==> src/rtl/dac_burst_seq.sv <==
`default_nettype none
// ============================================================================
// Module      : dac_burst_seq
// Description : Divides clk into a DAC sample clock and pulls one upstream
//               sample per DAC period, in bursts or continuously.
// Revision    : 1.0 - initial release
// ============================================================================
module dac_burst_seq #(
    parameter int                    DOUT_WIDTH  = 14,
    parameter int                    DIV_WIDTH   = 8,
    parameter int                    BURST_WIDTH = 16,
    parameter logic [DOUT_WIDTH-1:0] IDLE_CODE   = '0
) (
    input  logic                   clk,
    input  logic                   rst,
    input  logic [DIV_WIDTH-1:0]   div,
    input  logic [BURST_WIDTH-1:0] burst_len,
    input  logic                   start,
    input  logic                   stop,
    input  logic [DOUT_WIDTH-1:0]  s_data,
    input  logic                   s_valid,
    output logic                   s_ready,
    output logic                   dac_clk,
    output logic [DOUT_WIDTH-1:0]  dout,
    output logic                   busy,
    output logic                   done,
    output logic                   underrun
);

    typedef enum logic [1:0] {
        S_IDLE  = 2'd0,
        S_RUN   = 2'd1,
        S_FLUSH = 2'd2
    } state_t;

    localparam logic [DIV_WIDTH-1:0]   c_div_min = DIV_WIDTH'(2);
    localparam logic [DIV_WIDTH-1:0]   c_div_one = DIV_WIDTH'(1);
    localparam logic [BURST_WIDTH-1:0] c_cnt_one = BURST_WIDTH'(1);

    state_t                  r_state, w_state_nxt;
    logic [DIV_WIDTH-1:0]    r_div, w_div_nxt;
    logic [DIV_WIDTH-1:0]    r_phase, w_phase_nxt;
    logic [BURST_WIDTH-1:0]  r_len, w_len_nxt;
    logic [BURST_WIDTH-1:0]  r_count, w_count_nxt;
    logic                    r_stop_pend, w_stop_pend_nxt;
    logic                    r_dac_clk, w_dac_clk_nxt;
    logic [DOUT_WIDTH-1:0]   r_dout, w_dout_nxt;
    logic                    r_done, w_done_nxt;
    logic                    r_underrun, w_underrun_nxt;

    logic                    w_last;
    logic                    w_rise;
    logic                    w_slot;
    logic [BURST_WIDTH-1:0]  w_count_inc;

    assign w_last      = (r_phase == (r_div - c_div_one));
    assign w_rise      = (r_phase == ((r_div >> 1) - c_div_one));
    assign w_slot      = (r_state == S_RUN) && w_last;
    assign w_count_inc = r_count + c_cnt_one;

    assign s_ready  = !rst && w_slot && !r_stop_pend;
    assign dac_clk  = r_dac_clk;
    assign dout     = r_dout;
    assign busy     = (r_state != S_IDLE);
    assign done     = r_done;
    assign underrun = r_underrun;

    always_comb begin
        w_state_nxt     = r_state;
        w_div_nxt       = r_div;
        w_phase_nxt     = r_phase;
        w_len_nxt       = r_len;
        w_count_nxt     = r_count;
        w_stop_pend_nxt = r_stop_pend;
        w_dac_clk_nxt   = r_dac_clk;
        w_dout_nxt      = r_dout;
        w_done_nxt      = 1'b0;
        w_underrun_nxt  = r_underrun;

        case (r_state)
            S_IDLE: begin
                w_phase_nxt   = '0;
                w_count_nxt   = '0;
                w_dac_clk_nxt = 1'b0;
                w_dout_nxt    = IDLE_CODE;
                if (start && !stop) begin
                    w_div_nxt       = (div < c_div_min) ? c_div_min : div;
                    w_len_nxt       = burst_len;
                    w_underrun_nxt  = 1'b0;
                    w_stop_pend_nxt = 1'b0;
                    w_state_nxt     = S_RUN;
                end
            end
            S_RUN, S_FLUSH: begin
                w_phase_nxt = w_last ? '0 : (r_phase + c_div_one);
                if (w_rise) w_dac_clk_nxt = 1'b1;
                if (w_last) w_dac_clk_nxt = 1'b0;

                // Exit on the falling edge so the DAC never latches a partial period.
                if ((r_state == S_FLUSH && w_last) || (w_slot && r_stop_pend)) begin
                    w_dout_nxt    = IDLE_CODE;
                    w_dac_clk_nxt = 1'b0;
                    w_done_nxt    = 1'b1;
                    w_count_nxt   = '0;
                    w_state_nxt   = S_IDLE;
                end else if (r_state == S_RUN) begin
                    if (stop) w_stop_pend_nxt = 1'b1;
                    if (w_slot) begin
                        if (s_valid) w_dout_nxt = s_data;
                        else         w_underrun_nxt = 1'b1;
                        w_count_nxt = w_count_inc;
                        if ((r_len != '0) && (w_count_inc == r_len)) w_state_nxt = S_FLUSH;
                    end
                end
            end
            default: begin
                w_state_nxt = S_IDLE;
            end
        endcase
    end

    always_ff @(posedge clk) begin
        if (rst) begin
            r_state     <= S_IDLE;
            r_div       <= c_div_min;
            r_phase     <= '0;
            r_len       <= '0;
            r_count     <= '0;
            r_stop_pend <= 1'b0;
            r_dac_clk   <= 1'b0;
            r_dout      <= IDLE_CODE;
            r_done      <= 1'b0;
            r_underrun  <= 1'b0;
        end else begin
            r_state     <= w_state_nxt;
            r_div       <= w_div_nxt;
            r_phase     <= w_phase_nxt;
            r_len       <= w_len_nxt;
            r_count     <= w_count_nxt;
            r_stop_pend <= w_stop_pend_nxt;
            r_dac_clk   <= w_dac_clk_nxt;
            r_dout      <= w_dout_nxt;
            r_done      <= w_done_nxt;
            r_underrun  <= w_underrun_nxt;
        end
    end

endmodule
`default_nettype wire
==> config.mk <==
export PLATFORM = sky130hd
export DESIGN_NAME = dac_burst_seq
export DESIGN_NICKNAME = d
export VERILOG_FILES = /design/src/rtl/dac_burst_seq.sv
export SDC_FILE = /design/constraint.sdc
export NUM_CORES = 1
export LEC_CHECK = 0
export BUFFER_PORTS_ARGS = -buffer_cell sky130_fd_sc_hd__buf_4
export CAP_MARGIN = 30
export CELL_PAD_IN_SITES_DETAIL_PLACEMENT = 2
export CELL_PAD_IN_SITES_GLOBAL_PLACEMENT = 2
export CORE_AREA = 2 2 119 121
export DETAILED_ROUTE_END_ITERATION = 6
export DIE_AREA = 0 0 121 123
export GPL_ROUTABILITY_DRIVEN = 1
export GPL_TIMING_DRIVEN = 0
export PLACE_DENSITY_LB_ADDON = 0.1
export SLEW_MARGIN = 25
export SYNTH_ARGS = -nofsm -noshare
export SYNTH_HDL_FRONTEND = slang
export SYNTH_SLANG_ARGS = --single-unit
==> constraint.sdc <==
create_clock -name clk -period 3 [get_ports clk]
set_input_delay 0.45 -clock clk [delete_from_list [all_inputs] [get_ports clk]]
set_output_delay 0.45 -clock clk [all_outputs]
set_load 0.01 [all_outputs]
==> impl_metrics.toml <==
[outcome]
outcome = "finished, violations left"
violations = "setup timing"

[layout]
area_delta_synth_final_pct = 39.8
final_cell_count_no_fill = 787
final_nets = 654
final_layout_size_suffix_gt1_share_pct = 28.5
diodes = 0
fillers = 1514

[logic_synthesis]
async_flop_share_pct = 0
syn_inst = 506
yosysTopAreaCell = "dfxtp_1"
synth_area_um2 = 3970
ys_warn_count = 0
syn_area_per_cell_um2 = 7.85
synth_edf_count = 0
synth_area_leaders = "dfxtp_1 (34%), a21oi_1 (6.2%), nand2_1 (5.9%)"
ys_types = 61
seq_area_frac_synth_pct = 34.3
synth.ff_latch_count = 68
synth_top_area_share_pct = 34.3
syn_nets = 557
ys.flop_type = "dfxtp_1"

[clocking]
htreeDepth = 3
cts_hold_buf = 0
cts_sinks = 68
clkLatencyLatePin_ns = 0.35
cts-root-buf = "clkbuf_16"
cts_tree = "done"
clockBufferDepth = 2
numCtsBuffers = 9
path_clk_slew_ns = 0.06

[timing]
final.setup.worst_slack_ns = -0.128
fin_setup_tns_ns = -0.735
rsz0062_at_grt = "true"
hold_violations = 0
setup_viol = 14
period_share_pct = 104
drv_slew = 0
finalClockSkew_ns = 0.00673
period_needed_ns = 3.13
fmax_ghz = 0.320
whs_ns = 0.334
worst_slew_margin_rel_pct = 42.9
worstMarginPinSlew_ns = 0.850

[floorplanning]
die_x_um = 121
die_area_um2 = 14900
core_um2 = 13600
pin_count = 62
die_y_um = 123
initial_core_util_pct = 29.2
row_count = 43

[routing]
drt-total-wl_um = 15400
ant_nets = 0
viasPerCell = 5.30
wl_per_cell_um = 19.6
drt-pass1-iter-count = 4
via_count = 4174
drt-initial-drc-count = 188
drt_drc_violations_left = 0

[critical_path]
end_kind = "output pin"
path_max_fanout = 3
crit_slowest_cell = "a311o_2"
start_kind = "flip-flop"
cp_slowest_stage_delay_ns = 0.43
worstPathRequired_ns = 2.55
cpLargestDelayFamily = "simple AND/OR/NAND/NOR gates"
worstPathCellList = "inv_4 > ha_4 > xor2_2 > or3_1 > a311o_2 > or3_4 > nor4b_4 > buf_4"
critPathBufInv = 2
path_class = "flip-flop to output pin"
crit_arrival_ns = 2.68

[power]
clkPwrFrac_pct = 39.7
power_frac_seq_pct = 30.5
power.total_w = 0.00320
switching_share_pct = 31.7
ir_worst_vdd_mv = 0.266
combPwrFrac_pct = 29.8
switching_power_w = 0.00101
p_per_area_nw_per_um2 = 577
leakage_nw = 2.06
p_int_w = 0.00219

[job]
drv_cap = 0

[grt]
overflow = 0
grt_max_degree = 12
grt_pass1_wl_um = 23500
antenna_found_initial = 0
grt_pass1_vias = 4398
track_usage_pct = 20.5

[placement]
place_congestion = 0.837
io_buffers = 60
place_inst = 746
dp_hpwl_um = 10700

[hold_path]
hold_class = "input port to flip-flop"
per-layer routing:
metal	track usage, %	wire, µm
met3	3.60	593
met1	26.8	7110
met4	7.56	159
met2	34.0	7570
met5	0	0
cell type report:
class                      instances  area [µm²]  area share (%)
buffer                            34         175            3.15
timing repair buffer              91         753            13.6
multi-input combinational        386        2630            47.4
tap                              180         225            4.06
clock buffer                      11         243            4.37
clock inverter                     4        97.6            1.76
sequential                        68        1370            24.7
inverter                          13        53.8           0.969
cells in the mapped netlist, types with 8 or more instances:
master / n
xnor2_1: 20
clkbuf_1: 34
or3_1: 10
a31oi_1: 9
a21oi_1: 49
o21ai_0: 20
nor2_1: 48
xor2_1: 21
ha_1: 8
nor4_1: 9
dfxtp_1: 68
a22oi_1: 14
inv_1: 13
nand4_1: 11
nand2_1: 62
worst paths after layout:
check | startpoint | endpoint | slack [ns] | cells after the start
max | r_div[2]$_SDFFE_PP0P_ | s_ready | -0.13 | 8
max reg2reg | r_div[2]$_SDFFE_PP0P_ | dout[0]$_SDFFE_PP0P_ | -0.11 | 14
min reg2reg | dac_clk$_SDFFE_PP0P_ | dac_clk$_SDFFE_PP0P_ | 0.47 | 2
min | s_data[1] | dout[1]$_SDFFE_PP0P_ | 0.33 | 3
placed cells by master (no fill, tap or decap), types with 4 or more instances in the layout:
cell type and instances:
buf_4 76, dfxtp_1 64, nand2_1 62, nor2_1 48, a21oi_1 41, clkbuf_1 28
xor2_1 20, xnor2_1 20, buf_6 16, a22oi_2 14, inv_1 11, nand4_1 11
clkbuf_16 10, a31oi_1 9, nor4_1 8, o21ai_1 8, a21oi_2 8, or3_1 7
o21ai_0 7, nand3_1 6, and3_1 6, ha_1 6, nand3b_1 5, and4_1 5
nor3_1 5, or4_1 5, o21ai_2 5, nand2b_1 4, nand4b_1 4, nor2b_1 4
timing repair:
item,in CTS,in global routing
hold endpoints to repair,0,0
pin swaps,14,35
setup endpoints to repair,43,39
buffers inserted,17,11
gates cloned,0,3
resized for setup,37,68
cell families (layout without fill, tap and decap cells):
logic type / count (synthesis) / in the layout / share of synthesized area [%]
buffers and inverters: 52 / 153 / 5.45
and+or+nand+nor: 210 / 210 / 28.0
DFF: 68 / 68 / 34.3
xor gates and xnor gates: 41 / 41 / 9.04
muxes: 1 / 1 / 0.252
AOI/OAI and AO/OA: 126 / 126 / 20.4
adders and majority gates: 8 / 8 / 2.52
tightest hold or removal path, cell delays in order:
cell     delay [ns]
buf_4          0.08
a22oi_2        0.04
nor2_1         0.07
power by group through the flow:
stage          clock network, W  registers, W  logic [W]
6_report                0.00127      0.000977   0.000954
5_1_grt                 0.00134      0.000984    0.00103
4_1_cts                 0.00129      0.000978   0.000800
3_5_place_dp                  0      0.000998   0.000650
3_3_place_gp                  0      0.000995   0.000633
2_1_floorplan                 0      0.000983   0.000416
registers in the layout, indices dropped and copies added, names as in the netlist:
signal,flops
dac_clk,1
done,1
dout,14
r_count,16
r_div,8
r_len,16
r_phase,8
r_state,2
r_stop_pend,1
underrun,1
stage by stage:
step / setup slack [ns] / util [%] / area (µm²)
after floorplan: 0.0661 / - / 3980
after global placement: -0.572 / 34.2 / 4650
after detailed placement: -0.666 / 34.2 / 4650
after CTS: -0.186 / 38.6 / 5250
after global routing: -0.181 / 40.8 / 5550
final: -0.128 / 40.8 / 5550
(Power assumes the default switching activity.)
